## config.mk

```make
export PLATFORM = sky130hd
export DESIGN_NAME = pipeline_fetch_ctrl
export DESIGN_NICKNAME = d
export VERILOG_FILES = /design/src/rtl/kaiser_core_pkg.sv /design/src/rtl/pipeline_fetch_ctrl_stall_ctr.sv /design/src/rtl/pipeline_fetch_ctrl.sv
export SDC_FILE = /design/constraint.sdc
export NUM_CORES = 1
export LEC_CHECK = 0
export BUFFER_PORTS_ARGS = -buffer_cell sky130_fd_sc_hd__buf_2
export CORE_ASPECT_RATIO = 0.8
export CORE_MARGIN = 2
export CORE_UTILIZATION = 49
export CTS_CLUSTER_DIAMETER = 50
export DETAILED_ROUTE_END_ITERATION = 16
export GPL_ROUTABILITY_DRIVEN = 0
export HOLD_SLACK_MARGIN = 0.1
export PLACE_DENSITY = 0.84
export SLEW_MARGIN = 20
export SYNTH_ARGS = -nofsm -noshare
export SYNTH_HDL_FRONTEND = slang
export SYNTH_HIERARCHICAL = 1
export SYNTH_SLANG_ARGS = --single-unit
```

## constraint.sdc

```tcl
create_clock -name clk -period 2.2 [get_ports clk]
set_input_delay 0.44 -clock clk [delete_from_list [all_inputs] [get_ports clk]]
set_output_delay 0.44 -clock clk [all_outputs]
set_load 0.005 [all_outputs]
```

## src/rtl/kaiser_core_pkg.sv

```systemverilog
// Shared definitions for the front end of the 5-stage core.
// Holds the fetch FSM state type, the bubble/halt instruction encodings,
// the opcode field position and the datapath widths. The decode stage
// imports the same package, so the opcode slice is defined only once.
package kaiser_core_pkg;

    localparam int unsigned PC_W    = 8;
    localparam int unsigned INSN_W  = 16;
    localparam int unsigned OPC_MSB = 15;
    localparam int unsigned OPC_LSB = 13;

    localparam logic [INSN_W-1:0] NOP_INSN = 16'h0000;
    localparam logic [2:0]        HALT_OPC = 3'b111;

    typedef enum logic [1:0] {
        FS_INIT  = 2'd0,
        FS_RUN   = 2'd1,
        FS_STALL = 2'd2,
        FS_HALT  = 2'd3
    } fetch_state_e;

    // Opcode field of an instruction word.
    function automatic logic [2:0] insn_opcode(input logic [INSN_W-1:0] insn);
        return insn[OPC_MSB:OPC_LSB];
    endfunction

endpackage

```

## src/rtl/pipeline_fetch_ctrl_stall_ctr.sv

```systemverilog
// fetch_stall_ctr: counts the remaining load-use bubble cycles.
// Ports:
//   clk_i   clock
//   rst_ni  synchronous active-low reset
//   clear_i abort a pending stall (taken branch); highest priority
//   load_i  start a stall: counter reloads with LOAD_CYC-1
//   dec_i   count one stall cycle down (ignored at zero)
//   last_o  high when the current stall cycle is the final one
module fetch_stall_ctr #(
    parameter int unsigned LOAD_CYC = 2
) (
    input  logic clk_i,
    input  logic rst_ni,
    input  logic clear_i,
    input  logic load_i,
    input  logic dec_i,
    output logic last_o
);

    // The first bubble is issued in the hazard cycle itself, so only
    // LOAD_CYC-1 further cycles are counted here.
    localparam logic [1:0] RELOAD = 2'(LOAD_CYC - 1);

    logic [1:0] cnt_q;
    logic [1:0] cnt_d;

    // Counter next-state: clear beats load beats decrement.
    always_comb begin
        cnt_d = cnt_q;
        if (clear_i) begin
            cnt_d = 2'd0;
        end else if (load_i) begin
            cnt_d = RELOAD;
        end else if (dec_i && (cnt_q != 2'd0)) begin
            cnt_d = cnt_q - 2'd1;
        end else begin
            cnt_d = cnt_q;
        end
    end

    // Counter register.
    always_ff @(posedge clk_i) begin
        if (!rst_ni) begin
            cnt_q <= 2'd0;
        end else begin
            cnt_q <= cnt_d;
        end
    end

    assign last_o = (cnt_q == 2'd1);

endmodule

```

## src/rtl/pipeline_fetch_ctrl.sv

```systemverilog
// pipeline_fetch_ctrl: front end of the 5-stage core, upstream of S0 decode.
// Owns the PC, drives instruction-memory fetch, registers IR/PC into S0,
// and produces the S1 capture enable and the per-stage flush vector.
// Ports:
//   clk          clock, all state changes on the rising edge
//   rst          synchronous active-low reset
//   imem_addr    fetch address (the PC register)
//   imem_rdata   instruction at imem_addr, same cycle
//   IR_out       fetched instruction to S0
//   PC_out       PC of IR_out to S0
//   update_1out  S1 capture enable
//   rst_p        stage flushes [4:1]
//   loads_1in    S1 holds a load
//   ld_hazard    S0 instruction sources the S1 load's destination
//   br_taken     S2 resolved a taken branch
//   br_target    redirect PC, valid with br_taken
//   halted       core is in HALT
module pipeline_fetch_ctrl
    import kaiser_core_pkg::*;
#(
    parameter logic [INSN_W-1:0] NOP_INSN       = kaiser_core_pkg::NOP_INSN,
    parameter logic [2:0]        HALT_OPC       = kaiser_core_pkg::HALT_OPC,
    parameter int unsigned       LOAD_STALL_CYC = 2,
    parameter logic [PC_W-1:0]   RESET_PC       = 8'h00
) (
    input  logic              clk,
    input  logic              rst,
    output logic [PC_W-1:0]   imem_addr,
    input  logic [INSN_W-1:0] imem_rdata,
    output logic [INSN_W-1:0] IR_out,
    output logic [PC_W-1:0]   PC_out,
    output logic              update_1out,
    output logic [4:1]        rst_p,
    input  logic              loads_1in,
    input  logic              ld_hazard,
    input  logic              br_taken,
    input  logic [PC_W-1:0]   br_target,
    output logic              halted
);

    fetch_state_e      state_q, state_d;
    logic [PC_W-1:0]   pc_q, pc_d;
    logic [INSN_W-1:0] ir_q, ir_d;
    logic [PC_W-1:0]   pcir_q, pcir_d;

    logic stall_clear_s;
    logic stall_load_s;
    logic stall_dec_s;
    logic stall_last_s;

    fetch_stall_ctr #(
        .LOAD_CYC (LOAD_STALL_CYC)
    ) u_stall_ctr (
        .clk_i   (clk),
        .rst_ni  (rst),
        .clear_i (stall_clear_s),
        .load_i  (stall_load_s),
        .dec_i   (stall_dec_s),
        .last_o  (stall_last_s)
    );

    // Next-state and decoded outputs. A taken branch outranks everything
    // except INIT: it kills any pending stall (the load was wrong-path)
    // and is the only way out of HALT short of reset.
    always_comb begin
        state_d       = state_q;
        pc_d          = pc_q;
        ir_d          = ir_q;
        pcir_d        = pcir_q;
        update_1out   = 1'b0;
        rst_p         = 4'b0000;
        stall_clear_s = 1'b0;
        stall_load_s  = 1'b0;
        stall_dec_s   = 1'b0;

        if ((state_q != FS_INIT) && br_taken) begin
            pc_d          = br_target;
            ir_d          = NOP_INSN;
            pcir_d        = br_target;
            rst_p[2:1]    = 2'b11;
            update_1out   = 1'b1;
            stall_clear_s = 1'b1;
            state_d       = FS_RUN;
        end else begin
            case (state_q)
                FS_INIT: begin
                    // Pipeline flush while coming out of reset; PC not advanced.
                    rst_p   = 4'b1111;
                    state_d = FS_RUN;
                end
                FS_RUN: begin
                    if (loads_1in && ld_hazard) begin
                        // Hold fetch, bubble into S2.
                        rst_p[2]     = 1'b1;
                        stall_load_s = 1'b1;
                        state_d      = (LOAD_STALL_CYC > 1) ? FS_STALL : FS_RUN;
                    end else if (insn_opcode(imem_rdata) == HALT_OPC) begin
                        // Let HALT itself drain down the pipe, freeze the PC.
                        ir_d        = imem_rdata;
                        pcir_d      = pc_q;
                        update_1out = 1'b1;
                        state_d     = FS_HALT;
                    end else begin
                        ir_d        = imem_rdata;
                        pcir_d      = pc_q;
                        pc_d        = pc_q + 8'd1;
                        update_1out = 1'b1;
                    end
                end
                FS_STALL: begin
                    rst_p[2]    = 1'b1;
                    stall_dec_s = 1'b1;
                    if (stall_last_s) begin
                        state_d = FS_RUN;
                    end else begin
                        state_d = FS_STALL;
                    end
                end
                FS_HALT: begin
                    ir_d        = NOP_INSN;
                    update_1out = 1'b1;
                end
                default: begin
                    state_d = FS_INIT;
                end
            endcase
        end
    end

    // State and datapath registers.
    always_ff @(posedge clk) begin
        if (!rst) begin
            state_q <= FS_INIT;
            pc_q    <= RESET_PC;
            ir_q    <= NOP_INSN;
            pcir_q  <= RESET_PC;
        end else begin
            state_q <= state_d;
            pc_q    <= pc_d;
            ir_q    <= ir_d;
            pcir_q  <= pcir_d;
        end
    end

    assign imem_addr = pc_q;
    assign IR_out    = ir_q;
    assign PC_out    = pcir_q;
    assign halted    = (state_q == FS_HALT);

endmodule
```

# After elaboration in Yosys (flattened, before gate mapping)
# Index checks and enable logic that the tools add are counted.
# totals
latch_bits	0
output_inout_bits	38
inputBits	29
register_bits	36
ramBits	0
elab_cells	70
mem_bits_ro	0
mem_count	0
# classes
bitwise	1
mul	0
n_eq_ne	10
n_reduce_logical	20
n_div	0
n_addsub	2
n_shift	0
order_cmp	0
mux	30
# op_table
cell	count
$mux W8	7
$pmux W16 S2	1
$mux W16	1
$mux W1	12
$mux W2	6
$reduce_bool A2 Y1	5
$add A8 B1 Y8 const B	1
$reduce_and A2 Y1	4
$ne A2 B2 Y1 const B	3
$pmux W2 S3	1
$reduce_or A2 Y1	3
$eq A2 B1 Y1 const B	2
$eq A2 B2 Y1 const B	2
$ne A4 B4 Y1 const B	1
$pmux W1 S2	2
$reduce_bool A4 Y1	1
$eq A3 B3 Y1 const B	1
$logic_and A1 B1 Y1	3
$ne A3 B3 Y1 const B	1
$reduce_and A3 Y1	1
$reduce_bool A3 Y1	1
$reduce_or A3 Y1	1
$logic_not A2 Y1	1
$sub A2 B1 Y2 const B	1
$not A1 Y1	1

# Logic depth before layout (Yosys ltp)
# Gate-level depths: netlist (run 1).
# depth
word_depth	6
depth_mapped	8
depth_no_buf	7

# Modules after synthesis
# The synthesis (run 1) kept the hierarchy.
# by_module_without_submodules
module	seq_area_each_um2	n_inst	cells_each	area_per_inst_um2
pipeline_fetch_ctrl	680.7	1	197	1741.7
fetch_stall_ctr	40.0	1	13	132.6

# Worst setup path after synthesis (run 1)
# No wires, ideal clock.
# synth_path
path_kind	register -> register
start	register state_q[1]
end	register u_stall_ctr.cnt_q[0]
stages_incl_launch_ff	9
slack_ps	220
path_buffers	1
synth_period_minus_slack_ps	1980
arrival_time_ps	1894
path_cell_list	dfxtp_1 -> inv_1 -> ha_1 -> nand2b_2 -> inv_2 -> buf_4 -> nor3b_1 -> and4bb_2 -> a211oi_1
# synth_between
elab_cells_between_ends	13
classes_between	eq/ne: 2; mux: 6; reduce/logical: 5
# synth_lines
item	line_no	source
start: declaration	pipeline_fetch_ctrl.sv:41	fetch_state_e state_q, state_d;
start signal: assignment	pipeline_fetch_ctrl.sv:138	state_q <= state_d;
$reduce_bool A2 Y1	pipeline_fetch_ctrl.sv:76	if ((state_q != FS_INIT) && br_taken) begin
$logic_and A1 B1 Y1	pipeline_fetch_ctrl.sv:76	
$mux W1	pipeline_fetch_ctrl.sv:76	
net stall_clear_s	pipeline_fetch_ctrl.sv:46	logic stall_clear_s;
$reduce_or A2 Y1 (no source line)	n/a	
end signal: assignment	pipeline_fetch_ctrl_stall_ctr.sv:46	cnt_q <= cnt_d;
end: declaration	pipeline_fetch_ctrl_stall_ctr.sv:24	logic [1:0] cnt_q;
# The timed path passes the listed nets, and every way through them passes these cells.
# A chain may end at the register's enable or synchronous reset.

# Worst setup path in the final report (run 1)
# layout_path
start	register state_q[0]
end	output update_1out
# layout_between
elab_chain_cells	3
elab_cells_between_ends	6
classes_between	eq/ne: 2; mux: 2; reduce/logical: 2
# layout_rtl
item	line_no	source
$eq A2 B2 Y1, or another cell as far along	pipeline_fetch_ctrl.sv:85	case (state_q)
$pmux W1 S2 or $logic_and A1 B1 Y1 (tied branches)	pipeline_fetch_ctrl.sv:85, pipeline_fetch_ctrl.sv:76	
$mux W1 (*)	pipeline_fetch_ctrl.sv:76	
end: declaration	pipeline_fetch_ctrl.sv:32	output logic update_1out,
# Mark *: on every way between the ends. The rest lies on a longest branch, timed or not.

==> reports/metrics.yaml, run 1 <==
critical_path:
  reg2reg_depth: 5
  r2r-start: "state_q[1]"
  arrival_ns: 1.63
  cp.required_ns: 1.76
  critPathKind: "register to primary output"
  worstPathMaxFanout: 8
  critPathCaptureType: "primary output"
  rr_endpoint: "IR_out[8]"
  rrSetupSlack_ns: 0.26
  cp-start-kind: "register"
synthesis:
  syn_area_um2: 1870
  yosysWarnings: 6
  synth_most_common_cell: "dfxtp_1"
  avgSynthCellArea_um2: 8.93
  netlist_instances: 210
  synthesis.nets: 250
  ys_seq_elements: 36
  yosys_most_used_dff: "dfxtp_1"
  synth.yosys.seq_area_share: 0.385
  synth-edff-count: 0
  synth.distinct_cells: 45
  synth.top_cell.area_share: 0.385
  async_flop_share: 0
  synthTopCellsByCount: "36 x dfxtp_1, 31 x nor2_1, 16 x a22oi_1"
  synth_area_leaders: "dfxtp_1 38%, ha_1 7.3%, a22oi_1 6.4%"
  synth_top_area_cell: "dfxtp_1"
grt:
  grt_use_total: 0.224
  grt_max_degree: 22
  antenna_found_initial: 0
  grt_first_pass_wirelength_um: 7560
  first_global_vias: 1591
  grt_overflow: 0
routing:
  drt_pass1_iterations: 4
  drcViolationCount: 0
  vias_per_cell: 5.77
  drt_iter0_drc: 179
  ant_nets: 0
  num_vias: 1858
  routedWlPerCell_um: 14.6
  wl_um: 4700
cts:
  cts_tree: "built"
  numCtsBuffers: 5
  htreeDepth: 2
  path_clk_slew_ns: 0.07
  cts_sinks: 36
  cts.hold.buffers_added: 0
  clock_path_buffers: 2
  clk_latency_ns: 0.29
  post_cts_buffers: 0
  cts_root_buffer: "clkbuf_8"
die:
  die_area_um2: 4340
  die_y_um: 59.3
  die_x_um: 73.1
  rows: 20
  start_util: 0.503
  io_pins: 67
  fp.coreArea_um2: 3730
place:
  io_buffer_count: 66
  dp_cells: 314
  placed_area_um2: 2230
  hpwl_um: 3400
power:
  power_frac_clock: 0.187
  power_frac_seq: 0.359
  leakage_nw: 1.05
  p_sw_mw: 1.02
  p_sw_frac: 0.392
  p_int_mw: 1.58
  ir_worst_vdd_mv: 0.737
  combPwrFrac: 0.454
  power.density_nw_per_um2: 1110
outcome:
  status: "completed"
final_layout:
  antennaDiodeCount: 0
  instances_no_fill: 322
  syn_to_final_growth_pct: 24.6
  drive_gt1_frac: 0.349
  nNetsFinal: 317
  design_area_um2: 2330
  final_util: 0.626
  fill_cells: 339
sta:
  grt_setup_unrepaired: "no"
  slew_viol_final: 0
  skew_ns: 0.00588
  hold_viol_final: 0
  slew_headroom: 0.297
  finalSetupTns_ns: 0
  min_period_over_period: 0.942
  setup_violations: 0
  min_period_ns: 2.07
  fmax_mhz: 482
  worst_slew_pin_slew_ns: 1.05
min_path:
  min_path_cells: 3
  hold_end: "IR_out[4]"
  min_path_type: "primary input to register"
  min_from: "imem_rdata[4]"
job:
  cap_violations: 0
## metal layers
layer / up-vias / GRT usage / part of all wire
met1: 851 / 0.316 / 0.46
met3: 5 / 0.0527 / 0.079
li1: 916 / - / -
met2: 86 / 0.340 / 0.45
met5: - / 0 / 0
met4: 0 / 0.0714 / 0.0096
## worst max path at each step
stage | startpoint | endpoint | slack [ns] | cells after the start
3_5_place_dp | state_q[0] | u_stall_ctr/cnt_q[0] | 0.17 | 7
4_1_cts | state_q[0] | update_1out | 0.009 | 7
2_1_floorplan | state_q[1] | u_stall_ctr/cnt_q[0] | 0.22 | 8
5_1_grt | state_q[1] | update_1out | 0.02 | 7
6_report | state_q[0] | update_1out | 0.13 | 7
3_3_place_gp | state_q[0] | IR_out[8] | 0.29 | 4
## timing repair
item,CTS,global route
pin swaps,0,0
setup endpoints to repair,1,1
gates resized for setup,1,3
## state kept, by name (all words and copies together), names as in the netlist
signal and cells:
imem_addr 8, PC_out 8, u_stall_ctr/cnt_q 2, state_q 2, IR_out 16
## cell usage in the layout (no fill, tap or decap), types with 2 or more instances in the layout
master and n:
a311oi_1 3, and3b_1 2, inv_1 4, nand2b_1 5, a21oi_2 2, a31oi_1 5, clkbuf_8 6, nor2_1 31
a22oi_1 16, inv_2 2, nand3_1 6, buf_4 7, nand4_1 2, ha_1 10, dfxtp_1 35, nor3_1 4
clkinv_2 2, o221a_2 3, o32ai_1 2, a211oi_1 10, a21oi_1 4, mux2i_1 8, buf_2 66, o21ai_0 3
nand2_1 15, nor2b_1 3, o31ai_1 2
## through the flow
step                      hold WS, ns  power, mW  worst slack (ns)
after CTS                       0.382       2.58           0.00927
after floorplan                 0.479       1.74             0.220
final                           0.382       2.59             0.127
after global routing            0.387       2.79            0.0211
after detailed placement        0.490       2.10             0.172
after global placement          0.479       2.07             0.286
## power by group through the flow
stage	registers [mW]	logic [mW]	clock network, mW
3_5_place_dp	0.938	1.16	0
4_1_cts	0.928	1.17	0.490
2_1_floorplan	0.943	0.801	0
5_1_grt	0.951	1.32	0.518
3_3_place_gp	0.933	1.14	0
6_report	0.932	1.18	0.484
## logic make-up after synthesis
group	Yosys count	share of synthesized area
flops	36	0.385
simple gates	76	0.196
compound gates	59	0.244
mux	9	0.0487
fa+ha+maj	11	0.0734
buf+inv	19	0.0534
## cell type report
type / count / area (µm²) / share of cell area
tap: 44 / 55.1 / 0.0236
clock inverter: 2 / 10.0 / 0.00429
inverter: 6 / 22.5 / 0.00965
sequential: 36 / 722 / 0.309
timing repair buffer: 73 / 383 / 0.164
multi-input combinational: 155 / 1060 / 0.454
clock buffer: 6 / 82.6 / 0.0354
## critical path, cell delays in order (launching register included)
cell and delay (ns):
dfxtp_2 0.38, inv_2 0.11, ha_2 0.21, nand2b_2 0.20
inv_2 0.08, a21oi_2 0.17, nand2b_1 0.07, buf_2 0.12
Power figures use the tool's default switching activity.
==> inputs of run 2 (changes only) <==
==> constraint.sdc (replaced) <==
create_clock -name clk -period 2.2 [get_ports clk]
set_input_delay 0.22 -clock clk [delete_from_list [all_inputs] [get_ports clk]]
set_output_delay 0.22 -clock clk [all_outputs]
set_load 0.005 [all_outputs]
==> reports/metrics.yaml, run 2 (same netlist as run 1, synthesis figures left out) <==
outcome:
  status: "completed"
die:
  die_x_um: 73.1  # unchanged
  die_area_um2: 4340  # unchanged
  io_pins: 67  # unchanged
  start_util: 0.503  # unchanged
  die_y_um: 59.3  # unchanged
  rows: 20  # unchanged
  fp.coreArea_um2: 3730  # unchanged
critical_path:
  cp.required_ns: 2.43  # +0.67 ns
  crit_path_max_incr_delay_ns: 0.87  # +0.49 ns
  rr_endpoint: "IR_out[9]"
  cp_slowest_cell: "o21ai_1"
  arrival_ns: 2.31  # +0.68 ns
  crit_path_cell_trace: "buf_4, ha_1, o21ai_1, a22oi_1, nor2_1"
  critPathKind: "register to register"
  worstPathMaxFanout: 16  # +8
  cp-start-kind: "register"
  critPathCaptureType: "register"
  r2r-start: "state_q[0]"
  reg2reg_depth: 5  # unchanged
  rrSetupSlack_ns: 0.13  # -0.13 ns
place:
  hpwl_um: 3340  # -1.8%
  pre_cts_ws_ns: 0.183  # +0.0112 ns
  io_buffer_count: 66  # unchanged
job:
  cap_violations: 0  # unchanged
final_layout:
  final_util: 0.629  # +0.00235
  syn_to_final_growth_pct: 25.0
  drive_gt1_frac: 0.336  # -0.0132
  final_common_cell: "buf_2"
  nNetsFinal: 316  # -0.32%
  antennaDiodeCount: 0  # unchanged
  mostFrequentLayoutCells: "66 x buf_2, 36 x dfxtp_1, 31 x nor2_1"
  largest_reg_flops: 16  # unchanged
routing:
  routedWlPerCell_um: 14.5  # -0.71%
  drcViolationCount: 0  # unchanged
  num_vias: 1835  # -1.2%
  drt_iter0_drc: 161  # -10%
  drt_pass1_iterations: 5  # +1
  vias_per_cell: 5.72  # -0.93%
  wl_um: 4650  # -1.0%
  ant_nets: 0  # unchanged
sta:
  grt_setup_unrepaired: "no"
  min_period_over_period: 0.942  # about the same
  whs_ns: 0.159  # -0.224 ns
  setup_slack_ns: 0.128  # +0.000854 ns
  slew_viol_final: 0  # unchanged
  fmax_mhz: 483  # about the same
  finalSetupTns_ns: 0  # unchanged
  slew_headroom: 0.265  # -0.0319
  setup_violations: 0  # unchanged
  min_period_ns: 2.07  # -0.000854 ns
  worst_slew_pin_slew_ns: 1.09  # +0.0475 ns
  hold_viol_final: 0  # unchanged
  skew_ns: 0.0107  # +0.00480 ns
min_path:
  min_from: "imem_rdata[1]"
  min_path_type: "primary input to register"
  min_path_cells: 3  # unchanged
  hold_end: "IR_out[1]"
grt:
  grt_use_met3: 0.0476  # -0.00510
  top_usage_layer: "met2"
  first_global_vias: 1612  # +1.3%
  use_met2: 0.346  # +0.00644
  antenna_found_initial: 0  # unchanged
  grt_first_pass_wirelength_um: 7400  # -2.2%
  grt_use_met1: 0.296  # -0.0200
  grt_use_total: 0.221  # -0.00325
  grt_overflow: 0  # unchanged
  grt_max_degree: 23  # +4.5%
power:
  ir_worst_vdd_mv: 0.627  # -15%
  power.density_nw_per_um2: 1150  # +3.1%
  leakage_nw: 1.05  # about the same
cts:
  cts_tree: "built"
  htreeDepth: 2  # unchanged
  clk_latency_ns: 0.30  # about the same
  cts_root_buffer: "clkbuf_8"
  post_cts_buffers: 0  # unchanged
  numCtsBuffers: 5  # unchanged
  path_clk_slew_ns: 0.08  # about the same
  clock_path_buffers: 2  # unchanged
  cts_sinks: 36  # unchanged
[run 2: metrics by stage]
step / cells / instance area [µm²] / power [mW]
3_3_place_gp: 313 / 2230 / 2.07
5_1_grt: 321 / 2340 / 2.86
2_1_floorplan: 210 / 1870 / 1.74
4_1_cts: 321 / 2340 / 2.69
6_report: 321 / 2340 / 2.68
3_5_place_dp: 313 / 2230 / 2.10
[run 2: where the power goes]
part           switching [mW]  internal (mW)  total [mW]
logic                   0.673          0.516        1.19
clock network           0.247          0.335       0.582
registers               0.108          0.806       0.913
total                    1.03           1.66        2.68
[run 2: critical path, delay by kind of cell (launching register included)]
kind | cells | cell delay, ns
AOI/OAI and AO/OA | 2 | 1.10
adders and majority gates | 1 | 0.26
and+or+nand+nor | 1 | 0.14
buffers and inverters | 1 | 0.16
DFF | 1 | 0.33
[run 2: worst max path at each step]
| stage | start | to | slack, ns | cells after the start |
|---|---|---|---|---|
| 3_5_place_dp | state_q[1] | u_stall_ctr/cnt_q[0] | 0.18 | 7 |
| 5_1_grt | state_q[1] | update_1out | 0.02 | 7 |
| 4_1_cts | state_q[0] | IR_out[9] | 0.15 | 5 |
| 3_3_place_gp | state_q[0] | IR_out[7] | 0.25 | 5 |
| 2_1_floorplan | state_q[1] | u_stall_ctr/cnt_q[0] | 0.22 | 8 |
| 6_report | state_q[0] | IR_out[9] | 0.13 | 5 |
[run 2: area by class of cell]
cell class | instances | area (µm²)
fillers | 316 | 1390
clock inverters | 3 | 42.5
inverters | 6 | 22.5
clock buffers | 5 | 68.8
well taps | 44 | 55.1
repair buffers | 72 | 375
multi-input cells | 155 | 1060
flip-flops and latches | 36 | 721
[run 2: layer usage]
layer | part of all wire | up-vias
met1 | 0.46 | 833
met5 | 0 | -
met3 | 0.070 | 6
met4 | 0.015 | 0
met2 | 0.45 | 85
li1 | - | 911
[run 2: timing repair]
| item | 4_1_cts | 5_1_grt |
|---|---|---|
| setup endpoints to repair | 0 | 1 |
| hold buffers | 0 | 0 |
| gates resized for setup | 0 | 1 |
